**src/rtl/line_burst_adaptor_pkg.sv**
```systemverilog
// Shared types and constants for the line/burst adaptor: line and beat
// geometry, the rv32i word type, and the line-alignment helper.
package line_burst_adaptor_pkg;

  localparam int LINE_WIDTH  = 256;
  localparam int BURST_WIDTH = 64;
  localparam int BEATS       = 4;

  typedef logic [31:0]            rv32i_word;
  typedef logic [LINE_WIDTH-1:0]  line_t;
  typedef logic [BURST_WIDTH-1:0] beat_t;

  // Byte-offset bits inside one line (5 for a 32-byte line).
  localparam int LINE_OFS = $clog2(LINE_WIDTH / 8);

  // Clear the in-line byte offset so every burst starts on a line boundary.
  function automatic rv32i_word line_align(input rv32i_word a);
    return a & ~rv32i_word'((1 << LINE_OFS) - 1);
  endfunction

endpackage

```
**src/rtl/line_burst_adaptor.sv**
```systemverilog
// line_burst_adaptor: turns one line read/write from the L2 side into a
// BEATS-beat burst on the memory port. Read beats are assembled into the
// line register; write lines are latched there and sliced out beat by beat.
// Optional feature macro: LINE_ADAPTOR_PERF_EN adds completed-line counters
// perf_rd_lines_o / perf_wr_lines_o.
module line_burst_adaptor #(
  parameter int LINE_WIDTH  = line_burst_adaptor_pkg::LINE_WIDTH,
  parameter int BURST_WIDTH = line_burst_adaptor_pkg::BURST_WIDTH,
  parameter int BEATS       = line_burst_adaptor_pkg::BEATS
) (
  input  logic                   clk,
  input  logic                   rst,
  input  logic                   line_read_i,
  input  logic                   line_write_i,
  input  logic [31:0]            line_addr_i,
  input  logic [LINE_WIDTH-1:0]  line_wdata_i,
  output logic [LINE_WIDTH-1:0]  line_rdata_o,
  output logic                   line_resp_o,
  output logic                   mem_read_o,
  output logic                   mem_write_o,
  output logic [31:0]            mem_addr_o,
  output logic [BURST_WIDTH-1:0] mem_wdata_o,
  input  logic [BURST_WIDTH-1:0] mem_rdata_i,
  input  logic                   mem_resp_i
`ifdef LINE_ADAPTOR_PERF_EN
  ,
  output logic [31:0]            perf_rd_lines_o,
  output logic [31:0]            perf_wr_lines_o
`endif
);
  import line_burst_adaptor_pkg::*;

  localparam int CNT_W = $clog2(BEATS);

  typedef enum logic [1:0] {IDLE, RD_BURST, WR_BURST, DONE} state_e;

  state_e                state, state_n;
  logic [CNT_W-1:0]      cnt;
  rv32i_word             addr_q;
  logic [LINE_WIDTH-1:0] line_q;
  logic                  rd_q;      // 1 = burst in flight is a read
  logic                  last_beat;

  assign last_beat = mem_resp_i && (cnt == CNT_W'(BEATS - 1));

  // State register.
  always_ff @(posedge clk) begin
    if (rst) state <= IDLE;
    else     state <= state_n;
  end

  // Next state and all outputs; outputs are pure functions of the state so
  // reset forces every one of them to 0 on the following cycle.
  always_comb begin
    state_n      = state;
    line_resp_o  = 1'b0;
    line_rdata_o = '0;
    mem_read_o   = 1'b0;
    mem_write_o  = 1'b0;
    mem_addr_o   = '0;
    mem_wdata_o  = '0;
    case (state)
      IDLE: begin
        // Write wins a simultaneous read; the read is simply dropped.
        if (line_write_i)     state_n = WR_BURST;
        else if (line_read_i) state_n = RD_BURST;
      end
      RD_BURST: begin
        mem_read_o = 1'b1;
        mem_addr_o = addr_q;
        if (last_beat) state_n = DONE;
      end
      WR_BURST: begin
        mem_write_o = 1'b1;
        mem_addr_o  = addr_q;
        mem_wdata_o = line_q[int'(cnt) * BURST_WIDTH +: BURST_WIDTH];
        if (last_beat) state_n = DONE;
      end
      DONE: begin
        line_resp_o = 1'b1;
        if (rd_q) line_rdata_o = line_q;
        state_n = IDLE;
      end
      default: state_n = IDLE;
    endcase
  end

  // Request latch, beat counter and line assembly. The line register keeps
  // its contents between transactions; only the outputs are gated.
  always_ff @(posedge clk) begin
    if (rst) begin
      cnt    <= '0;
      addr_q <= '0;
      line_q <= '0;
      rd_q   <= 1'b0;
    end else begin
      case (state)
        IDLE: begin
          if (line_write_i) begin
            addr_q <= line_align(line_addr_i);
            line_q <= line_wdata_i;
            cnt    <= '0;
            rd_q   <= 1'b0;
          end else if (line_read_i) begin
            addr_q <= line_align(line_addr_i);
            cnt    <= '0;
            rd_q   <= 1'b1;
          end
        end
        RD_BURST: begin
          if (mem_resp_i) begin
            line_q[int'(cnt) * BURST_WIDTH +: BURST_WIDTH] <= mem_rdata_i;
            cnt <= cnt + CNT_W'(1);
          end
        end
        WR_BURST: begin
          if (mem_resp_i) cnt <= cnt + CNT_W'(1);
        end
        default: ;
      endcase
    end
  end

`ifdef LINE_ADAPTOR_PERF_EN
  // Completed-line counters, bumped in the DONE cycle, free-running wrap.
  always_ff @(posedge clk) begin
    if (rst) begin
      perf_rd_lines_o <= '0;
      perf_wr_lines_o <= '0;
    end else if (state == DONE) begin
      if (rd_q) perf_rd_lines_o <= perf_rd_lines_o + 32'd1;
      else      perf_wr_lines_o <= perf_wr_lines_o + 32'd1;
    end
  end
`endif

endmodule

```
**config.mk**
```make
export PLATFORM = sky130hd
export DESIGN_NAME = line_burst_adaptor
export DESIGN_NICKNAME = d
export VERILOG_FILES = /design/src/rtl/line_burst_adaptor_pkg.sv /design/src/rtl/line_burst_adaptor.sv
export SDC_FILE = /design/constraint.sdc
export NUM_CORES = 1
export LEC_CHECK = 0
export CAP_MARGIN = 20
export CELL_PAD_IN_SITES_DETAIL_PLACEMENT = 1
export CELL_PAD_IN_SITES_GLOBAL_PLACEMENT = 2
export CORE_MARGIN = 5
export CORE_UTILIZATION = 29
export CTS_CLUSTER_SIZE = 25
export DETAILED_ROUTE_END_ITERATION = 16
export GPL_TIMING_DRIVEN = 0
export PLACE_DENSITY_LB_ADDON = 0.2
export REMOVE_ABC_BUFFERS = 1
export SETUP_SLACK_MARGIN = 0.05
export SLEW_MARGIN = 20
export SYNTH_ARGS = -nofsm -noshare
export SYNTH_HDL_FRONTEND = slang
export SYNTH_SLANG_ARGS = --single-unit
export TNS_END_PERCENT = 30
```
**constraint.sdc**
```tcl
create_clock -name clk -period 4.8 [get_ports clk]
set_clock_uncertainty 0.1 [all_clocks]
set_input_delay 0.48 -clock clk [delete_from_list [all_inputs] [get_ports clk]]
set_output_delay 0.48 -clock clk [all_outputs]
set_load 0.02 [all_outputs]
```
==> flow_metrics.py, run 1 <==
metrics = {
    "cells_and_area": {
        "fin_nets": 3092,
        "fin_util": 0.4301,
        "layout-drive-gt1-share": 0.1645,
        "syn_to_final_growth_pct": 47.69,
    },
    "setup_path": {
        "path_cells": "ha_4, buf_12, buf_16, and3_1, clkdlybuf4s50_1",
        "cp_top_family": "buffers and inverters",
        "endpoint_kind": "primary output",
        "crit_fanout": 74,
        "critPathBufInv": 3,
        "cp_slowest_stage_delay_ps": 790,
        "crit_type": "reg -> out",
        "critical_path_arrival_ps": 3350,
        "cpMaxStageDelayCell": "clkdlybuf4s50_1",
        "cp-start-kind": "flip-flop",
        "cp.required_ps": 4220,
    },
    "cts": {
        "post_cts_resized": 0,
        "cts_num_sinks": 288,
        "postCtsSetupBuffers": 0,
        "htree_levels": 2,
        "clockBufferDepth": 3,
        "worstSkewPairLatency_ps": 570,
        "clk_pin_slew_ps": 50,
        "cts_tree": "done",
        "cts_root_buffer": "clkbuf_16",
        "hold_buffers": 0,
        "numCtsBuffers": 40,
    },
    "synth": {
        "netlist_instances": 2241,
        "ys_top_cells_by_area": "dfxtp_1 (28%), a311oi_2 (13%), a21oi_1 (8.7%), and3_1 (7.9%), mux4_2 (7.1%)",
        "synth_top_area_cell": "dfxtp_1",
        "synth_common_cells": "a21oi_1 (353), dfxtp_1 (288), and3_1 (256)",
        "post-synth-top-count-cell": "a21oi_1",
        "avgSynthCellArea_um2": 9.053,
        "synth_cell_types": 34,
        "yosysWarnings": 0,
        "ys.flop_type": "dfxtp_1",
        "synth_top_area_frac": 0.2842,
        "synth_edf_count": 0,
        "syn_area_um2": 20290,
        "synth-seq-cells": 288,
        "seq_area_frac_synth": 0.2842,
        "async_reset_ff_frac": 0,
    },
    "place": {
        "gp_congestion": 0.8171,
        "dp_hpwl_um": 78040,
        "place_ws_ps": 995.8,
        "io_buffers": 701,
    },
    "drt": {
        "viasPerCell": 5.849,
        "vias": 21780,
        "drt-pass1-iter-count": 5,
        "wl_um": 116900,
        "wire_per_inst_um": 31.39,
        "drtIter0Drc": 1309,
        "drc": 0,
        "final_antenna_net_count": 0,
    },
    "timing": {
        "relSlewSlack": 0.3065,
        "rsz0062_at_grt": "no",
        "finalHoldViolCount": 0,
        "maxSlewViolCount": 0,
        "post-route-period-util": 0.8182,
        "finalSetupViolCount": 0,
        "tightest_slew_ps": 1040,
        "fmax_mhz": 254.6,
        "period_needed_ps": 3927,
        "fin_hold_ws_ps": 153.0,
        "timing.final.ws_setup_ps": 872.9,
    },
    "global_routing": {
        "grt_max_degree": 80,
        "grt_pass1_vias": 23263,
        "antenna_found_initial": 42,
        "grt_pass1_wl_um": 167900,
        "overflow": 0,
        "grt_usage": 0.2956,
    },
    "pwr": {
        "p_leak_uw": 0.01074,
        "sequentialPowerShare": 0.280,
        "clkPwrFrac": 0.208,
        "power.share.switching": 0.4376,
        "p_comb_frac": 0.512,
        "internal_power_uw": 8634,
        "p_switching_uw": 6717,
        "peakVddDrop_v": 0.0002789,
        "power-per-cell-area_nw_per_um2": 512.3,
    },
    "die": {
        "rows": 97,
        "ioPinCount": 712,
        "die-area_um2": 75350,
        "die_w_um": 274.5,
        "die-height_um": 274.5,
        "initial_core_util": 0.2912,
        "core_um2": 69660,
    },
    "run_status": {
        "status": "finished clean",
    },
    "hold_path": {
        "worstHoldPathType": "in -> reg",
    },
    "flow_run": {
        "cap_violations": 0,
    },
}
## power by group through the flow
stage	sequential [µW]	clock, µW	combinational [µW]
final	4300	3190	7850
after global placement	4440	0	7080
after global routing	4420	3350	8300
after detailed placement	4330	0	7850
after CTS	4290	3260	7870
after floorplan	4020	0	4520
## cell families after synthesis
group                      after synthesis  synth area share
and+or+nand+nor                        928            0.2876
other                                    1         0.0001848
buffers and inverters                  327           0.08060
adders and majority gates               10          0.006167
DFF                                    288            0.2842
muxes                                   67           0.07277
AOI/OAI and AO/OA                      620            0.2685
## layout by cell type, fill, tap and decap left out, types with 64 or more instances in the layout
master           synthesis  layout
nor2b_1                 68      65
a21oi_1                353     353
nand4_1                130     130
and4b_1                 64      64
nand3_1                 65      65
and3_1                 256     256
a311oi_2               180     180
mux4_2                  64      64
nand2b_1               192     192
clkdlybuf4s50_1          0     700
dfxtp_1                288     285
and2_1                  95      91
## cell type report
class / instances / area [µm²]
clock inverter: 9 / 132.6
sequential: 288 / 5777
clock buffer: 62 / 1236
tap: 940 / 1176
fill: 7774 / 39700
multi-input combinational: 1630 / 13060
timing repair buffer: 761 / 8493
inverter: 4 / 15.01
antenna: 30 / 75.07
## state kept, by name, indices dropped and copies added, names as in the netlist
signal,cells
line_q,256
state,2
rd_q,1
cnt,2
addr_q,27
## metrics by stage
step                instances  total power (µW)  setup TNS, ps  cell area [µm²]
CTS                      3694             15410              0            29890
global route             3713             16070              0            29940
global placement         3563             11520       -5468060            26880
detailed placement       3623             12170              0            28520
floorplan                1922              8536        -970760            18680
finish                   3724             15350              0            29960
## path summary, 6_finish.rpt
kind	from	to	slack (ps)	cells after the start
worst max-delay path	state[0]	line_rdata_o[82]	870	5
worst min-delay path	rst	line_q[74]	150	2
worst max register to register	state[1]	line_q[175]	1070	8
worst min register to register	addr_q[16]	addr_q[16]	350	2
## routing by layer
| metal | wire [µm] | up-vias | track usage |
|---|---|---|---|
| met2 | 57400 | 818 | 0.5024 |
| met5 | 130 | - | 0 |
| met3 | 8215 | 231 | 0.07972 |
| met4 | 4240 | 20 | 0.1160 |
| li1 | - | 9503 | - |
| met1 | 46910 | 11208 | 0.3560 |
Note: power is estimated with default switching activity, not from simulation.
==> run 2, diff against run 1 <==
CORE_ASPECT_RATIO = 2   (was unset)
CORE_UTILIZATION = 27   (was 29)
clock period = 4 ns   (was 4.8 ns; I/O delays follow)
==> flow_metrics.py, run 2 (synthesis gave the netlist of run 1 again) <==
metrics = {
    "place": {
        "gp_congestion": 0.8068,
        "io_buffers": 701,
        "dp_hpwl_um": 76780,
        "place_inst": 3689,
    },
    "cells_and_area": {
        "mostFrequentLayoutCells": "clkdlybuf4s50_1 (700), a21oi_1 (353), dfxtp_1 (285)",
        "regMostFlops": "line_q",
        "layout-drive-gt1-share": 0.1588,
        "fin_nets": 3086,
        "fin_util": 0.3967,
        "largest_reg_flops": 256,
        "syn_to_final_growth_pct": 46.25,
        "final_common_cell": "clkdlybuf4s50_1",
        "final_cells": 3774,
        "biggestRegsByFlops": "line_q: 256 flops, addr_q: 27 flops",
    },
    "setup_path": {
        "cp-start-kind": "flip-flop",
        "crit_fanout": 66,
        "endpoint_kind": "primary output",
        "crit_type": "reg -> out",
        "cp.required_ps": 3500,
        "critical_path_arrival_ps": 3310,
    },
    "die": {
        "initial_core_util": 0.2712,
        "die-area_um2": 81060,
        "die_w_um": 203.8,
        "die-height_um": 397.7,
        "ioPinCount": 712,
        "rows": 142,
        "core_um2": 74800,
    },
    "timing": {
        "tightest_slew_ps": 1137,
        "maxSlewViolCount": 0,
        "period_needed_ps": 3808,
        "fin_hold_ws_ps": 118.7,
        "post-route-period-util": 0.9519,
        "finalHoldViolCount": 0,
        "finalSetupViolCount": 0,
        "relSlewSlack": 0.2419,
        "rsz0062_at_grt": "no",
        "fmax_mhz": 262.6,
    },
    "drt": {
        "drt-pass1-iter-count": 7,
        "wl_um": 117000,
        "drc": 0,
        "viasPerCell": 5.734,
        "wire_per_inst_um": 30.99,
        "final_antenna_net_count": 0,
        "drtIter0Drc": 1289,
        "vias": 21642,
    },
    "global_routing": {
        "grt_usage": 0.2742,
        "grt_pass1_vias": 23868,
        "grt_pass1_wl_um": 168100,
        "overflow": 0,
        "grt_max_degree": 94,
        "antenna_found_initial": 35,
    },
    "pwr": {
        "p_switching_uw": 8077,
        "peakVddDrop_v": 0.0003502,
        "p_comb_frac": 0.531,
        "power-per-cell-area_nw_per_um2": 603.9,
        "internal_power_uw": 9843,
        "power_uw": 17920,
        "power.share.switching": 0.4507,
        "p_leak_uw": 0.01056,
        "clkPwrFrac": 0.181,
        "sequentialPowerShare": 0.288,
    },
    "cts": {
        "cts_tree": "done",
        "numCtsBuffers": 34,
        "clockBufferDepth": 3,
        "clk_pin_slew_ps": 70,
        "htree_levels": 2,
        "cts_root_buffer": "clkbuf_16",
        "cts_num_sinks": 288,
        "worstSkewPairLatency_ps": 550,
        "hold_buffers": 0,
    },
    "flow_run": {
        "cap_violations": 0,
    },
    "run_status": {
        "status": "finished clean",
    },
    "hold_path": {
        "worstHoldPathType": "in -> reg",
    },
}
-- run 2: worst max-delay path, cell delays in order (launching register included) --
cell and delay [ps]:
dfxtp_1 480, ha_4 680, buf_16 330, buf_16 280, and3_1 200, clkdlybuf4s50_1 730
-- run 2: cell type report --
cell class | instances | area [µm²]
fill | 8430 | 45130
multi-input combinational | 1632 | 13080
timing repair buffer | 759 | 8401
sequential | 288 | 5777
tap | 1008 | 1261
clock buffer | 54 | 1030
antenna | 26 | 65.06
clock inverter | 3 | 40.04
inverter | 4 | 15.01
-- run 2: power by group through the flow --
stage	Combinational, µW	Sequential, µW	Clock (µW)
after floorplan	5420	4820	0
after detailed placement	9490	5200	0
after CTS	9550	5140	3340
after global placement	8430	5220	0
after global routing	10100	5290	3400
final	9520	5150	3240
-- run 2: metrics by stage --
| step | setup TNS, ps | cell area [µm²] | setup WS [ps] |
|---|---|---|---|
| after floorplan | -1305410 | 18680 | -5034 |
| after global placement | -6031090 | 26960 | -20910 |
| after detailed placement | -3318 | 28510 | -107.6 |
| after CTS | 0 | 29600 | 101.3 |
| after global routing | 0 | 29660 | 63.71 |
| final | 0 | 29670 | 192.3 |
-- run 2: timing repair --
item                                    in CTS  in global routing
cloned                                       1                  1
endpoints found under the setup margin      43                 19
gates resized for setup                      1                  0
pin swaps                                    1                  1
setup buffers                                0                  0
-- run 2: final timing paths --
| path | start | slack (ps) | depth (start not counted) | to |
|---|---|---|---|---|
| setup / recovery | state[0] | 190 | 5 | line_rdata_o[162] |
| hold / removal | rst | 120 | 2 | addr_q[18] |
| setup reg to reg | state[1] | 380 | 8 | line_q[130] |
| hold reg to reg | addr_q[30] | 350 | 2 | addr_q[30] |
-- run 2: layer usage --
layer  GRT usage  vias to the layer above  part of all wire
met5           0                        -           0.00083
met3     0.08357                      224             0.084
met4      0.1204                       18             0.039
li1            -                     9442                 -
met2      0.4686                      975              0.49
met1      0.3146                    10983              0.38
